### config.mk
export PLATFORM = sky130hd
export DESIGN_NAME = key_event_fifo
export DESIGN_NICKNAME = d
export VERILOG_FILES = /design/src/rtl/key_event_fifo_pkg.sv /design/src/rtl/key_event_fifo_queue.sv /design/src/rtl/key_event_fifo.sv
export SDC_FILE = /design/constraint.sdc
export NUM_CORES = 1
export LEC_CHECK = 0
export CORE_ASPECT_RATIO = 0.5
export CORE_MARGIN = 4
export CORE_UTILIZATION = 55
export DETAILED_ROUTE_END_ITERATION = 10
export HOLD_SLACK_MARGIN = 0.1
export PLACE_DENSITY = 0.87
export SLEW_MARGIN = 20
export SYNTH_ARGS = -nofsm -noshare
export SYNTH_HDL_FRONTEND = slang
export SYNTH_SLANG_ARGS = --single-unit
### constraint.sdc
create_clock -name clk -period 2.3 [get_ports clk]
set_input_delay 0.23 -clock clk [delete_from_list [all_inputs] [get_ports clk]]
set_output_delay 0.23 -clock clk [all_outputs]
set_load 0.01 [all_outputs]
### src/rtl/key_event_fifo_pkg.sv
// key_event_fifo_pkg
//   Shared definitions for the keypad event conditioner: FSM state
//   encoding, key code width, default parameter values and a small
//   elaboration helper.
package key_event_fifo_pkg;

  localparam int KEY_CODE_W = 4;

  localparam int DEF_DEBOUNCE_CYCLES = 16;
  localparam int DEF_DEPTH           = 4;
  localparam int DEF_REPEAT_DELAY    = 1024;
  localparam int DEF_REPEAT_PERIOD   = 256;

  typedef logic [KEY_CODE_W-1:0] key_code_t;

  typedef enum logic [1:0] {
    ST_IDLE     = 2'd0,
    ST_DEBOUNCE = 2'd1,
    ST_HELD     = 2'd2,
    ST_RELEASE  = 2'd3
  } key_state_e;

  function automatic bit is_pow2(input int v);
    return (v > 0) && ((v & (v - 1)) == 0);
  endfunction

endpackage

### src/rtl/key_event_fifo_queue.sv
// key_event_queue
//   First-word-fall-through circular buffer for debounced key events.
//   Pointers carry one extra wrap bit so full and empty are distinct.
//
// Ports
//   clk         system clock
//   nst         asynchronous active-low reset
//   push        enqueue push_code this cycle
//   push_code   code to enqueue
//   pop_ready   consumer accepts the head when the queue is non-empty
//   head_code   code at the head (0 when empty)
//   head_valid  queue non-empty
//   overflow    registered pulse: a push was dropped because the queue was full
//   level       number of queued entries
module key_event_queue
  import key_event_fifo_pkg::*;
#(
  parameter int DEPTH = DEF_DEPTH
) (
  input  logic                   clk,
  input  logic                   nst,
  input  logic                   push,
  input  key_code_t              push_code,
  input  logic                   pop_ready,
  output key_code_t              head_code,
  output logic                   head_valid,
  output logic                   overflow,
  output logic [$clog2(DEPTH):0] level
);

  localparam int AW = $clog2(DEPTH);
  localparam logic [AW:0] PTR_ONE = (AW+1)'(1);

  key_code_t   mem [DEPTH];
  logic [AW:0] wr_ptr;
  logic [AW:0] rd_ptr;
  logic        empty;
  logic        full;
  logic        do_pop;
  logic        do_push;

  assign empty = (wr_ptr == rd_ptr);
  assign full  = (wr_ptr[AW] != rd_ptr[AW]) &&
                 (wr_ptr[AW-1:0] == rd_ptr[AW-1:0]);

  // A pop in the same cycle frees the slot, so a push into a full queue
  // is still accepted when the consumer is draining the head.
  assign do_pop  = !empty && pop_ready;
  assign do_push = push && (!full || do_pop);

  always_ff @(posedge clk or negedge nst) begin
    if (!nst) begin
      wr_ptr   <= '0;
      rd_ptr   <= '0;
      overflow <= 1'b0;
    end else begin
      if (do_push) wr_ptr <= wr_ptr + PTR_ONE;
      if (do_pop)  rd_ptr <= rd_ptr + PTR_ONE;
      overflow <= push && !do_push;
    end
  end

  // Storage needs no reset: head_code is masked while the queue is empty.
  always_ff @(posedge clk) begin
    if (do_push) mem[wr_ptr[AW-1:0]] <= push_code;
  end

  assign head_valid = !empty;
  assign head_code  = empty ? '0 : mem[rd_ptr[AW-1:0]];
  assign level      = wr_ptr - rd_ptr;

endmodule

### src/rtl/key_event_fifo.sv
// key_event_fifo
//   Turns raw 4x4 keypad-scanner output into debounced single-shot key
//   events and buffers them in a small FWFT queue with valid/ready.
//
//   Optional feature macro: KEY_REPEAT_EN
//     defined   - holding a key re-issues its code after REPEAT_DELAY held
//                 cycles, then every REPEAT_PERIOD cycles
//     undefined - exactly one event per press, no repeat logic
//
// Ports
//   clk        system clock
//   nst        asynchronous active-low reset
//   key_down   scanner reports a key pressed this cycle
//   key_code   scanned key number (valid with key_down)
//   out_code   code at the head of the queue
//   out_valid  queue non-empty
//   out_ready  consumer accepts the head
//   overflow   one-cycle pulse: an event was dropped, queue full
//   level      entries currently queued
//
// state    | meaning
// ---------+-----------------------------------------------------------
// IDLE     | no key; first key_down sample latches the code
// DEBOUNCE | counting stable samples of the latched code
// HELD     | event issued; key still down, other codes ignored
// RELEASE  | key seen up; counting low samples, a high sample is a bounce
module key_event_fifo
  import key_event_fifo_pkg::*;
#(
  parameter int DEBOUNCE_CYCLES = DEF_DEBOUNCE_CYCLES,
  parameter int DEPTH           = DEF_DEPTH,
  parameter int REPEAT_DELAY    = DEF_REPEAT_DELAY,
  parameter int REPEAT_PERIOD   = DEF_REPEAT_PERIOD
) (
  input  logic                   clk,
  input  logic                   nst,
  input  logic                   key_down,
  input  logic [KEY_CODE_W-1:0]  key_code,
  output logic [KEY_CODE_W-1:0]  out_code,
  output logic                   out_valid,
  input  logic                   out_ready,
  output logic                   overflow,
  output logic [$clog2(DEPTH):0] level
);

  if (DEBOUNCE_CYCLES < 2) begin : g_bad_debounce
    $error("key_event_fifo: DEBOUNCE_CYCLES must be at least 2");
  end
  if (DEPTH < 2 || !is_pow2(DEPTH)) begin : g_bad_depth
    $error("key_event_fifo: DEPTH must be a power of two, at least 2");
  end
  if (REPEAT_PERIOD < 1 || REPEAT_PERIOD > REPEAT_DELAY) begin : g_bad_repeat
    $error("key_event_fifo: need 1 <= REPEAT_PERIOD <= REPEAT_DELAY");
  end

  localparam int CW = $clog2(DEBOUNCE_CYCLES);
  localparam logic [CW-1:0] CNT_LAST = CW'(DEBOUNCE_CYCLES - 1);
  localparam logic [CW-1:0] CNT_ONE  = CW'(1);

  key_state_e    state;
  key_state_e    state_nxt;
  logic [CW-1:0] cnt;
  logic [CW-1:0] cnt_nxt;
  key_code_t     cur_code;
  key_code_t     code_nxt;
  logic          push;

`ifdef KEY_REPEAT_EN
  localparam int RW = $clog2(REPEAT_DELAY + 1);
  localparam logic [RW-1:0] RPT_DELAY_LD  = RW'(REPEAT_DELAY - 1);
  localparam logic [RW-1:0] RPT_PERIOD_LD = RW'(REPEAT_PERIOD - 1);
  localparam logic [RW-1:0] RPT_ONE       = RW'(1);

  logic [RW-1:0] rpt_cnt;
  logic [RW-1:0] rpt_nxt;
`endif

  always_ff @(posedge clk or negedge nst) begin
    if (!nst) begin
      state    <= ST_IDLE;
      cnt      <= '0;
      cur_code <= '0;
`ifdef KEY_REPEAT_EN
      rpt_cnt  <= '0;
`endif
    end else begin
      state    <= state_nxt;
      cnt      <= cnt_nxt;
      cur_code <= code_nxt;
`ifdef KEY_REPEAT_EN
      rpt_cnt  <= rpt_nxt;
`endif
    end
  end

  always_comb begin
    state_nxt = state;
    cnt_nxt   = cnt;
    code_nxt  = cur_code;
    push      = 1'b0;
`ifdef KEY_REPEAT_EN
    rpt_nxt   = rpt_cnt;
`endif
    case (state)
      ST_IDLE: begin
        if (key_down) begin
          code_nxt  = key_code;
          cnt_nxt   = '0;
          state_nxt = ST_DEBOUNCE;
        end
      end
      ST_DEBOUNCE: begin
        if (!key_down || key_code != cur_code) begin
          cnt_nxt   = '0;
          state_nxt = ST_IDLE;
        end else if (cnt == CNT_LAST) begin
          push      = 1'b1;
          cnt_nxt   = '0;
          state_nxt = ST_HELD;
`ifdef KEY_REPEAT_EN
          // Down-counter: reaches zero after REPEAT_DELAY held cycles.
          rpt_nxt   = RPT_DELAY_LD;
`endif
        end else begin
          cnt_nxt = cnt + CNT_ONE;
        end
      end
      ST_HELD: begin
        if (!key_down) begin
          cnt_nxt   = '0;
          state_nxt = ST_RELEASE;
        end else begin
`ifdef KEY_REPEAT_EN
          if (rpt_cnt == '0) begin
            push    = 1'b1;
            rpt_nxt = RPT_PERIOD_LD;
          end else begin
            rpt_nxt = rpt_cnt - RPT_ONE;
          end
`endif
        end
      end
      ST_RELEASE: begin
        // The repeat counter is frozen here so a bounce that returns to
        // HELD resumes the same repeat schedule; it clears only once the
        // release is confirmed.
        if (key_down) begin
          cnt_nxt   = '0;
          state_nxt = ST_HELD;
        end else if (cnt == CNT_LAST) begin
          cnt_nxt   = '0;
          state_nxt = ST_IDLE;
`ifdef KEY_REPEAT_EN
          rpt_nxt   = '0;
`endif
        end else begin
          cnt_nxt = cnt + CNT_ONE;
        end
      end
      default: begin
        cnt_nxt   = '0;
        state_nxt = ST_IDLE;
      end
    endcase
  end

  key_event_queue #(
    .DEPTH (DEPTH)
  ) u_queue (
    .clk        (clk),
    .nst        (nst),
    .push       (push),
    .push_code  (cur_code),
    .pop_ready  (out_ready),
    .head_code  (out_code),
    .head_valid (out_valid),
    .overflow   (overflow),
    .level      (level)
  );

endmodule

==> impl_metrics.tcl <==
set metrics [dict create \
    synth_flop_cell "dfrtp_1" \
    final.period_utilization_pct 96.4 \
    syn_nets 142 \
    cts_tree "done" \
    diodes 0 \
    pin_count 17 \
    synth.most_common_cell "dfrtp_1" \
    cts.clk_slew.worst_paths_ps 70 \
    placed_cell_area_sq_um 1930 \
    cp_max_fo 3 \
    grt_max_degree 18 \
    drv_cap 0 \
    cts_root_buffer "clkbuf_8" \
    cts_buffer_depth 2 \
    drt-met1-wl_microns 1660 \
    ys_top_cells_by_area "edfxtp_1, dfrtp_1, ha_1" \
    die_width_microns 86.6 \
    cts-htree-levels 2 \
    worst_slew_pin_slew_ps 796 \
    numClockSinks 33 \
    hold_viol 0 \
    final_core_util_pct 75.7 \
    dp_hpwl_microns 2360 \
    dr_wl_met3_microns 236 \
    synth_area_leader_cell "edfxtp_1" \
    gp_congestion 0.851 \
    initialDrtViolationCount 56 \
    antenna_found_initial 0 \
    drive_gt1_share_pct 22.7 \
    final.setup.tns_ps 0 \
    setup_violations 0 \
    worstRegToRegCells 5 \
    crit_path_end_kind "output pin" \
    clock_skew_ps 10.7 \
    drcViolationCount 0 \
    critPathRequiredTime_ps 2070 \
    r2r_slack_ps 270 \
    rsz0062_at_grt "no" \
    dpl.cell_count 180 \
    r2r_start "cnt[0]" \
    synth_cell_types 41 \
    stdcell_count 191 \
    maxSlewHeadroom_pct 46.8 \
    synth_commonest_cells "dfrtp_1, edfxtp_1, ha_1, inv_1, xnor2_1" \
    port_buffers 16 \
    critPathKind "flop to output pin" \
    syn_inst 125 \
    coreArea_sq_um 2770 \
    synthesis.area_sq_um 1700 \
    die_area_sq_um 4090 \
    insertion_delay_ps 290 \
    synth_edf_count 16 \
    power_leakage_nw 0.884 \
    ant_nets 0 \
    setup_ws_ps 83.4 \
    cts_buffers 5 \
    status "finished clean" \
    timing.hold.ws_ps 407 \
    grt_overflow 0 \
    yosys_warnings 0 \
    yosys.area.top_type_share_pct 28.3 \
    total_power_mw 1.41 \
    syn_avg_cell_area_sq_um 13.6 \
    top_layer "met4" \
    ir_drop_uv 327 \
    cp-start-kind "flop" \
    wl_microns 3700 \
    slew_viol_final 0 \
    drt-wirelength-per-cell_microns 19.4 \
    num_rows 13 \
    die-height_microns 47.3 \
    met2_length_microns 1710 \
    design_area_sq_um 2090 \
    synthArstFlopShare_pct 51.5 \
    hold_path_class "input pin to asynchronous set/reset pin" \
    place_ws_ps 214 \
    area_growth_syn_to_layout_pct 23.2 \
    period_minus_slack_ps 2220 \
    nNetsFinal 170 \
    r2r_end "u_queue.mem[3][3]" \
    fmax_mhz 451 \
    grt_pass1_vias 1095 \
    seq_area_frac_synth_pct 53.4 \
    drt_first_pass_iters 4 \
    power.density_nw_per_um2 672 \
    vias_per_cell 6.13 \
    grt_pass1_wl_microns 5870 \
    synth.ff_latch_count 33 \
    grtUsageTotal_pct 20.6 \
    start_util_pct 61.4 \
    vias 1170 \
    cp.arrival_ps 1990 \
]
worst max-delay path, stage by stage, from the launching register on:
cell             delay (ps)
dfrtp_1                 370
inv_1                   120
ha_1                    200
fa_1                    420
inv_1                    60
clkdlybuf4s50_1         520
worst max path at each step:
stage                   endpoint  slack [ps]  cells after the start              start
2_1_floorplan  u_queue.mem[0][0]         550                      4        cur_code[1]
3_3_place_gp   u_queue.mem[2][2]         250                      4        key_code[3]
3_5_place_dp            level[2]         210                      4  u_queue.rd_ptr[0]
4_1_cts                 level[2]          20                      4  u_queue.rd_ptr[0]
5_1_grt                 level[1]          10                      5  u_queue.wr_ptr[0]
6_report                level[1]          80                      5  u_queue.wr_ptr[0]
power breakdown:
group | switching (mW) | internal, mW
logic | 0.0428 | 0.0385
clock network | 0.218 | 0.430
registers | 0.0314 | 0.644
registers in the layout, indices dropped and copies added (netlist names):
name              count
cnt                   4
u_queue.overflow      1
u_queue.rd_ptr        3
cur_code              4
u_queue.mem          16
state                 2
u_queue.wr_ptr        3
timing repair:
action	CTS	global route
gates resized for setup	1	2
endpoints found under the setup margin	6	5
buffers inserted	3	0
hold buffers	0	0
cells by family after synthesis:
family	count (synthesis)	share of synthesized area, %
compound gates	18	7.74
flops	33	53.4
fa+ha+maj	9	7.07
simple gates	34	14.3
xor+xnor	10	5.16
mux	10	9.51
buf+inv	11	2.87
area by class of cell:
| class | count | area [sq um] |
|---|---|---|
| Clock buffer | 5 | 68.8 |
| Clock inverter | 3 | 65.1 |
| Fill cell | 161 | 673 |
| Inverter | 7 | 26.3 |
| Multi-Input combinational cell | 81 | 748 |
| Sequential cell | 33 | 907 |
| Tap cell | 37 | 46.3 |
| Timing Repair Buffer | 25 | 230 |
metal layers:
| layer | track usage [%] | up-vias |
|---|---|---|
| met5 | 0 | - |
| met4 | 10.6 | 0 |
| met3 | 7.53 | 10 |
| met2 | 31.5 | 40 |
| met1 | 26.5 | 595 |
| li1 | - | 525 |
layout by cell type (no fill, tap or decap), types with 4 or more instances in the layout:
| master | instances |
|---|---|
| and2_1 | 5 |
| ha_1 | 8 |
| mux2_2 | 5 |
| mux4_2 | 4 |
| clkdlybuf4s50_1 | 15 |
| xnor2_1 | 7 |
| inv_1 | 7 |
| dfrtp_1 | 16 |
| clkbuf_8 | 5 |
| nand3_1 | 4 |
| a21oi_1 | 4 |
| nand2_1 | 5 |
| buf_4 | 9 |
| edfxtp_1 | 16 |
Power figures use the tool's default switching activity.
